## config.mk

```make
export PLATFORM = sky130hd
export DESIGN_NAME = raifes_dmi_arbiter
export DESIGN_NICKNAME = d
export VERILOG_FILES = /design/src/rtl/raifes_dmi_arbiter.sv
export SDC_FILE = /design/constraint.sdc
export NUM_CORES = 1
export LEC_CHECK = 0
export ABC_AREA = 1
export CAP_MARGIN = 0
export CORE_ASPECT_RATIO = 0.75
export CORE_MARGIN = 10
export CORE_UTILIZATION = 32
export CTS_BUF_LIST = sky130_fd_sc_hd__clkbuf_4 sky130_fd_sc_hd__clkbuf_8
export CTS_CLUSTER_DIAMETER = 200
export DETAILED_ROUTE_END_ITERATION = 12
export PLACE_DENSITY = 0.67
export SYNTH_ARGS = -nofsm -noshare
export SYNTH_HDL_FRONTEND = slang
export SYNTH_SLANG_ARGS = --single-unit
```

## constraint.sdc

```tcl
create_clock -name clk -period 1.4 [get_ports clk]
set_input_delay 0.28 -clock clk [delete_from_list [all_inputs] [get_ports clk]]
set_output_delay 0.28 -clock clk [all_outputs]
set_load 0.03 [all_outputs]
```

## src/rtl/raifes_dmi_arbiter.sv

```systemverilog
// raifes_dmi_arbiter
//   Two-requester round-robin arbiter in front of a single Debug Module
//   Interface (DMI) port. A grant latches the winner's command, strobes the
//   DM for one cycle, waits for the DM to drop busy (or for the timeout),
//   then returns the response and a one-cycle ack to the owner only.
//
// Ports
//   clk, nreset                    clock, synchronous active-low reset
//   m0_req/addr/wdata/wen          requester 0 (JTAG DTM) command
//   m0_ack/rdata/error             requester 0 completion and response
//   m1_*                           requester 1 (secondary transport), same as m0
//   dmi_addr/wdata/wen, dmi_en     command and strobe to the Debug Module
//   dmi_rdata/error, dmi_dm_busy   Debug Module response and busy flag
//   grant_id                       owner of the current or last transaction
//
// TIMEOUT: WAIT cycles with busy high before a forced error response (1..1023).

`ifndef DMI_ADDR_WIDTH
`define DMI_ADDR_WIDTH 7
`endif
`ifndef DMI_WIDTH
`define DMI_WIDTH 32
`endif

module raifes_dmi_arbiter #(
    parameter int unsigned TIMEOUT = 255
) (
    input  logic                       clk,
    input  logic                       nreset,

    input  logic                       m0_req,
    input  logic [`DMI_ADDR_WIDTH-1:0] m0_addr,
    input  logic [`DMI_WIDTH-1:0]      m0_wdata,
    input  logic                       m0_wen,
    output logic                       m0_ack,
    output logic [`DMI_WIDTH-1:0]      m0_rdata,
    output logic                       m0_error,

    input  logic                       m1_req,
    input  logic [`DMI_ADDR_WIDTH-1:0] m1_addr,
    input  logic [`DMI_WIDTH-1:0]      m1_wdata,
    input  logic                       m1_wen,
    output logic                       m1_ack,
    output logic [`DMI_WIDTH-1:0]      m1_rdata,
    output logic                       m1_error,

    output logic [`DMI_ADDR_WIDTH-1:0] dmi_addr,
    output logic [`DMI_WIDTH-1:0]      dmi_wdata,
    output logic                       dmi_wen,
    output logic                       dmi_en,
    input  logic [`DMI_WIDTH-1:0]      dmi_rdata,
    input  logic                       dmi_error,
    input  logic                       dmi_dm_busy,

    output logic                       grant_id
);

    localparam int unsigned AW = `DMI_ADDR_WIDTH;
    localparam int unsigned DW = `DMI_WIDTH;
    localparam int unsigned CW = 10;
    // The counter is compared before incrementing, so WAIT lasts TIMEOUT cycles.
    localparam logic [CW-1:0] TO_LAST = CW'(TIMEOUT - 1);

    typedef enum logic [1:0] {
        IDLE  = 2'd0,
        ISSUE = 2'd1,
        WAIT  = 2'd2,
        RESP  = 2'd3
    } state_t;

    state_t          state, state_d;
    logic            last_grant, last_grant_d;
    logic            grant_d;
    logic [CW-1:0]   tcnt, tcnt_d;
    logic [AW-1:0]   addr_d;
    logic [DW-1:0]   wdata_d;
    logic            wen_d, en_d;
    logic            ack0_d, ack1_d, err0_d, err1_d;
    logic [DW-1:0]   rd0_d, rd1_d;
    logic            win;
    logic            rsp_fire;
    logic [DW-1:0]   rsp_rdata;
    logic            rsp_err;

    // State and all registered outputs
    always_ff @(posedge clk) begin
        if (!nreset) begin
            state      <= IDLE;
            last_grant <= 1'b1;
            grant_id   <= 1'b0;
            tcnt       <= '0;
            dmi_addr   <= '0;
            dmi_wdata  <= '0;
            dmi_wen    <= 1'b0;
            dmi_en     <= 1'b0;
            m0_ack     <= 1'b0;
            m0_rdata   <= '0;
            m0_error   <= 1'b0;
            m1_ack     <= 1'b0;
            m1_rdata   <= '0;
            m1_error   <= 1'b0;
        end else begin
            state      <= state_d;
            last_grant <= last_grant_d;
            grant_id   <= grant_d;
            tcnt       <= tcnt_d;
            dmi_addr   <= addr_d;
            dmi_wdata  <= wdata_d;
            dmi_wen    <= wen_d;
            dmi_en     <= en_d;
            m0_ack     <= ack0_d;
            m0_rdata   <= rd0_d;
            m0_error   <= err0_d;
            m1_ack     <= ack1_d;
            m1_rdata   <= rd1_d;
            m1_error   <= err1_d;
        end
    end

    // Next-state, arbitration and response capture
    always_comb begin
        state_d      = state;
        last_grant_d = last_grant;
        grant_d      = grant_id;
        tcnt_d       = tcnt;
        addr_d       = dmi_addr;
        wdata_d      = dmi_wdata;
        wen_d        = dmi_wen;
        en_d         = 1'b0;
        ack0_d       = 1'b0;
        ack1_d       = 1'b0;
        rd0_d        = m0_rdata;
        err0_d       = m0_error;
        rd1_d        = m1_rdata;
        err1_d       = m1_error;
        win          = 1'b0;
        rsp_fire     = 1'b0;
        rsp_rdata    = dmi_rdata;
        rsp_err      = dmi_error;

        case (state)
            IDLE: begin
                if ((m0_req || m1_req) && !dmi_dm_busy) begin
                    // Tie goes to whoever was not granted last
                    win          = (m0_req && m1_req) ? ~last_grant : m1_req;
                    grant_d      = win;
                    last_grant_d = win;
                    addr_d       = win ? m1_addr  : m0_addr;
                    wdata_d      = win ? m1_wdata : m0_wdata;
                    wen_d        = win ? m1_wen   : m0_wen;
                    en_d         = 1'b1;
                    state_d      = ISSUE;
                end
            end
            ISSUE: begin
                tcnt_d  = '0;
                state_d = WAIT;
            end
            WAIT: begin
                if (!dmi_dm_busy) begin
                    rsp_fire = 1'b1;
                end else if (tcnt == TO_LAST) begin
                    rsp_fire  = 1'b1;
                    rsp_rdata = '0;
                    rsp_err   = 1'b1;
                end else begin
                    tcnt_d = tcnt + CW'(1);
                end
            end
            RESP: begin
                state_d = IDLE;
            end
            default: begin
                state_d = IDLE;
            end
        endcase

        // Response lands on the owner only; ack is high for the RESP cycle
        if (rsp_fire) begin
            state_d = RESP;
            if (grant_id) begin
                rd1_d  = rsp_rdata;
                err1_d = rsp_err;
                ack1_d = 1'b1;
            end else begin
                rd0_d  = rsp_rdata;
                err0_d = rsp_err;
                ack0_d = 1'b1;
            end
        end
    end

endmodule

```

==> parameters.txt <==
Parameter                              Value

Routing
  Iter 0 DRT Violations    402
  Remaining antenna violation count after routing    0
  Total number of vias    5578
  Average detailed-routed wire length per instance    17.6 um
  Detailed Routing Iterations Pass 1    5
  Routed Wire Length    19.6 mm
  Number of remaining DRC errors    0
  Average vias per placed instance    5.02

Worst setup path
  Data arrival time of the worst path    1.79 ns
  Endpoint of the most critical register-to-register path    m1_rdata[15]
  Cell with the largest stage delay on the worst path    dfxtp_2
  Kind of start point of the critical path    register
  CP dominant cell by count    inv_2
  Critical path startpoint    tcnt[0]
  Critical Path Stages    10
  Reg2Reg Setup Slack    -0.06 ns
  Destination of the critical timing path    m1_rdata[15]
  Worst-path fanout max    6
  Depth of the most critical reg-to-reg path    10
  Worst path cell trace    inv_2 > ha_4 > inv_2 > nor2_2 > nand3_2 > nand2_4 > nand3_4 > clkbuf_16 > nand2_1 > a21oi_1
  Required time at the endpoint of the critical path    1.73 ns
  Critical R2R Launch    tcnt[0]
  Crit path buf inv count    3
  Family of cells with the greatest summed delay on the critical path    simple AND/OR/NAND/NOR gates
  Longest individual stage delay on the worst path    0.33 ns
  Critical Path End Type    register
  Setup CP Type    reg -> reg

Timing
  Hold slack final    0.390 ns
  Final count of hold timing violations    0
  Max Slew Vio Count    0
  Worst Setup Slack, final    -0.0598 ns
  Worst-margin pin slew    0.295 ns
  Sum of negative setup slack    -1.56 ns
  Unrepaired setup endpoints after global routing    true
  Ratio of final minimum period to clock period    1.04
  Post-route clock skew    0.0142 ns
  Minimum clock period    1.46 ns
  Highest clock frequency the design can meet    0.685 GHz
  Number of endpoints failing setup at the final stage    41
  Relative max-transition margin    0.803

Global route
  Largest net degree at the start of global routing    44
  Initial antenna violation count    0
  Global route total overflow    0
  Via count of the first global-routing pass    5428
  Tot GR Track Use    0.174
  First-pass GRT wire length    29.9 mm

Synth
  Post-synthesis register bit count    123
  Post-synth top area cell    dfxtp_1
  Mean instance size in the synthesized netlist    7.82 um^2
  Share of the yosys chip area belonging to registers    0.485
  Synth top area cells    dfxtp_1, a21oi_1, nand2_1
  Number of flops mapped to enable cells by yosys    0
  Synthesized instance count    649
  Async set-or-reset flop fraction in the synthesized netlist    0
  Synthesis Warnings    0
  Distinct cells, synth    32
  Dominant register cell in the synthesized netlist    dfxtp_1
  Most instantiated cells after synthesis    a21oi_1, nand2_1, dfxtp_1
  Synthesized net count    769
  Post-synthesis instance area    5080 um^2
  Share of Yosys cell area claimed by the top area cell type    0.485
  Top-count cell post-synth    a21oi_1

Placed design
  Count of port buffers added during placement    227
  Placement-stage cell area    8100 um^2
  Hpwl dp    13.5 mm
  Worst-case setup slack after placement    -0.361 ns
  Global placer's final weighted congestion    0.826

Outcome
  Status    finished, violations left
  Violated checks    setup timing

CTS
  Clock tree from TritonCTS    yes
  Number of buffers added by the clock tree synthesis step    17
  Total clock sinks    123
  Clock slew seen by the registers of the worst setup and hold paths    0.08 ns
  H-tree levels    4
  Root buffer cell    clkbuf_8
  Hold bufs inserted after CTS    0
  Worst skew pair latency    0.44 ns
  Maximum root-to-sink buffer count    2

Power
  P per Cell Area    1100 nW/um^2
  Reported leakage power    0.00337 uW
  Worst vdd ir    579 uV

Layout
  Share of final-layout standard cells stronger than drive strength 1    0.288
  Post-route cell area    8370 um^2
  Net count reported at finish    1014
  Antenna diode count    0
  Layout area overhead    64.9%

Floorplanning
  Count of pins on the block boundary    228
  Effective utilization at floorplan    0.330
  Number of core rows    39
  Core area    15400 um^2
  Chip width    165 um
  Chip height    129 um
  Die area    21400 um^2

Worst hold path
  Worst hold path type    in -> reg

Job
  Count of maximum capacitance violations    0
[cells in the final DEF, fill, tap and decap left out, drive strengths merged, types with 2 or more instances in the layout]
master         instances
nand3                 17
nand2                136
clkdlybuf4s50        117
a21oi                158
buf                  157
inv                   24
ha                     2
clkdlybuf4s15          7
nor2                  18
nand4                 67
clkinv                 3
clkbuf                19
clkinvlp               2
xnor2                  2
dfxtp                123
o21ai                 43
bufinv                 4
[per-layer routing]
metal | vias up | global-route usage | routed length (um)
met4 | 0 | 0.0515 | 336
met5 | - | 0 | 0
met1 | 2618 | 0.221 | 8290
li1 | 2753 | - | -
met2 | 180 | 0.274 | 9450
met3 | 27 | 0.0595 | 1550
[logic make-up after synthesis]
logic type | share of synthesized area
AND/OR/NAND/NOR | 0.230
AO/OA/AOI/OAI | 0.203
flip-flops | 0.485
buffers and inverters | 0.0722
XOR/XNOR | 0.00518
adder cells (fa/ha/maj) | 0.00493
[metrics by stage]
| step | instances | utilization | total power, uW |
|---|---|---|---|
| after floorplan | 649 | - | 4650 |
| after global placement | 1076 | 0.527 | 5680 |
| after detailed placement | 1076 | 0.527 | 5680 |
| after CTS | 1110 | 0.557 | 9300 |
| after global routing | 1112 | 0.545 | 9590 |
| final | 1112 | 0.545 | 9180 |
[power breakdown]
group / total (uW) / internal, uW / switching [uW]
logic: 1780 / 796 / 979
registers: 3750 / 3660 / 96.0
clock network: 3650 / 2030 / 1610
total: 9180 / 6490 / 2690
[worst register-to-register path, cell delays in order (launching register included)]
cell       delay (ns)
dfxtp_2          0.33
inv_2            0.07
ha_4             0.13
inv_2            0.03
nor2_2           0.11
nand3_2          0.11
nand2_4          0.12
nand3_4          0.14
clkbuf_16        0.21
nand2_1          0.06
a21oi_1          0.05
[area by class of cell]
cell class	instances	area [um^2]
clock buffer	18	248
clock inverter	14	208
fill	1463	7000
inverter	19	71.3
multi-input combinational	449	2390
sequential	123	2470
tap	205	256
timing repair buffer	284	2730
[state kept, by name (all words and copies together) (netlist names), 2 cells and up]
register and flops:
dmi_wdata 32, m0_rdata 32, m1_rdata 32, tcnt 10
dmi_addr 7, state 2
[timing repair]
action	CTS	global route
setup endpoints to repair	165	141
pin swaps	2	2
resized for setup	336	167
cloned	1	1
endpoints found under the hold margin	0	0
buffers inserted	1	1
[worst min-delay path by stage]
stage                 startpoint            end  depth (start not counted)
floorplan           m0_wdata[10]  dmi_wdata[10]                          2
global placement     m1_rdata[4]    m1_rdata[4]                          2
detailed placement  m0_rdata[19]   m0_rdata[19]                          2
CTS                 m0_wdata[25]  dmi_wdata[25]                          3
global route        m0_wdata[25]  dmi_wdata[25]                          3
finish              m0_wdata[13]  dmi_wdata[13]                          3
Power figures use the tool's default switching activity.
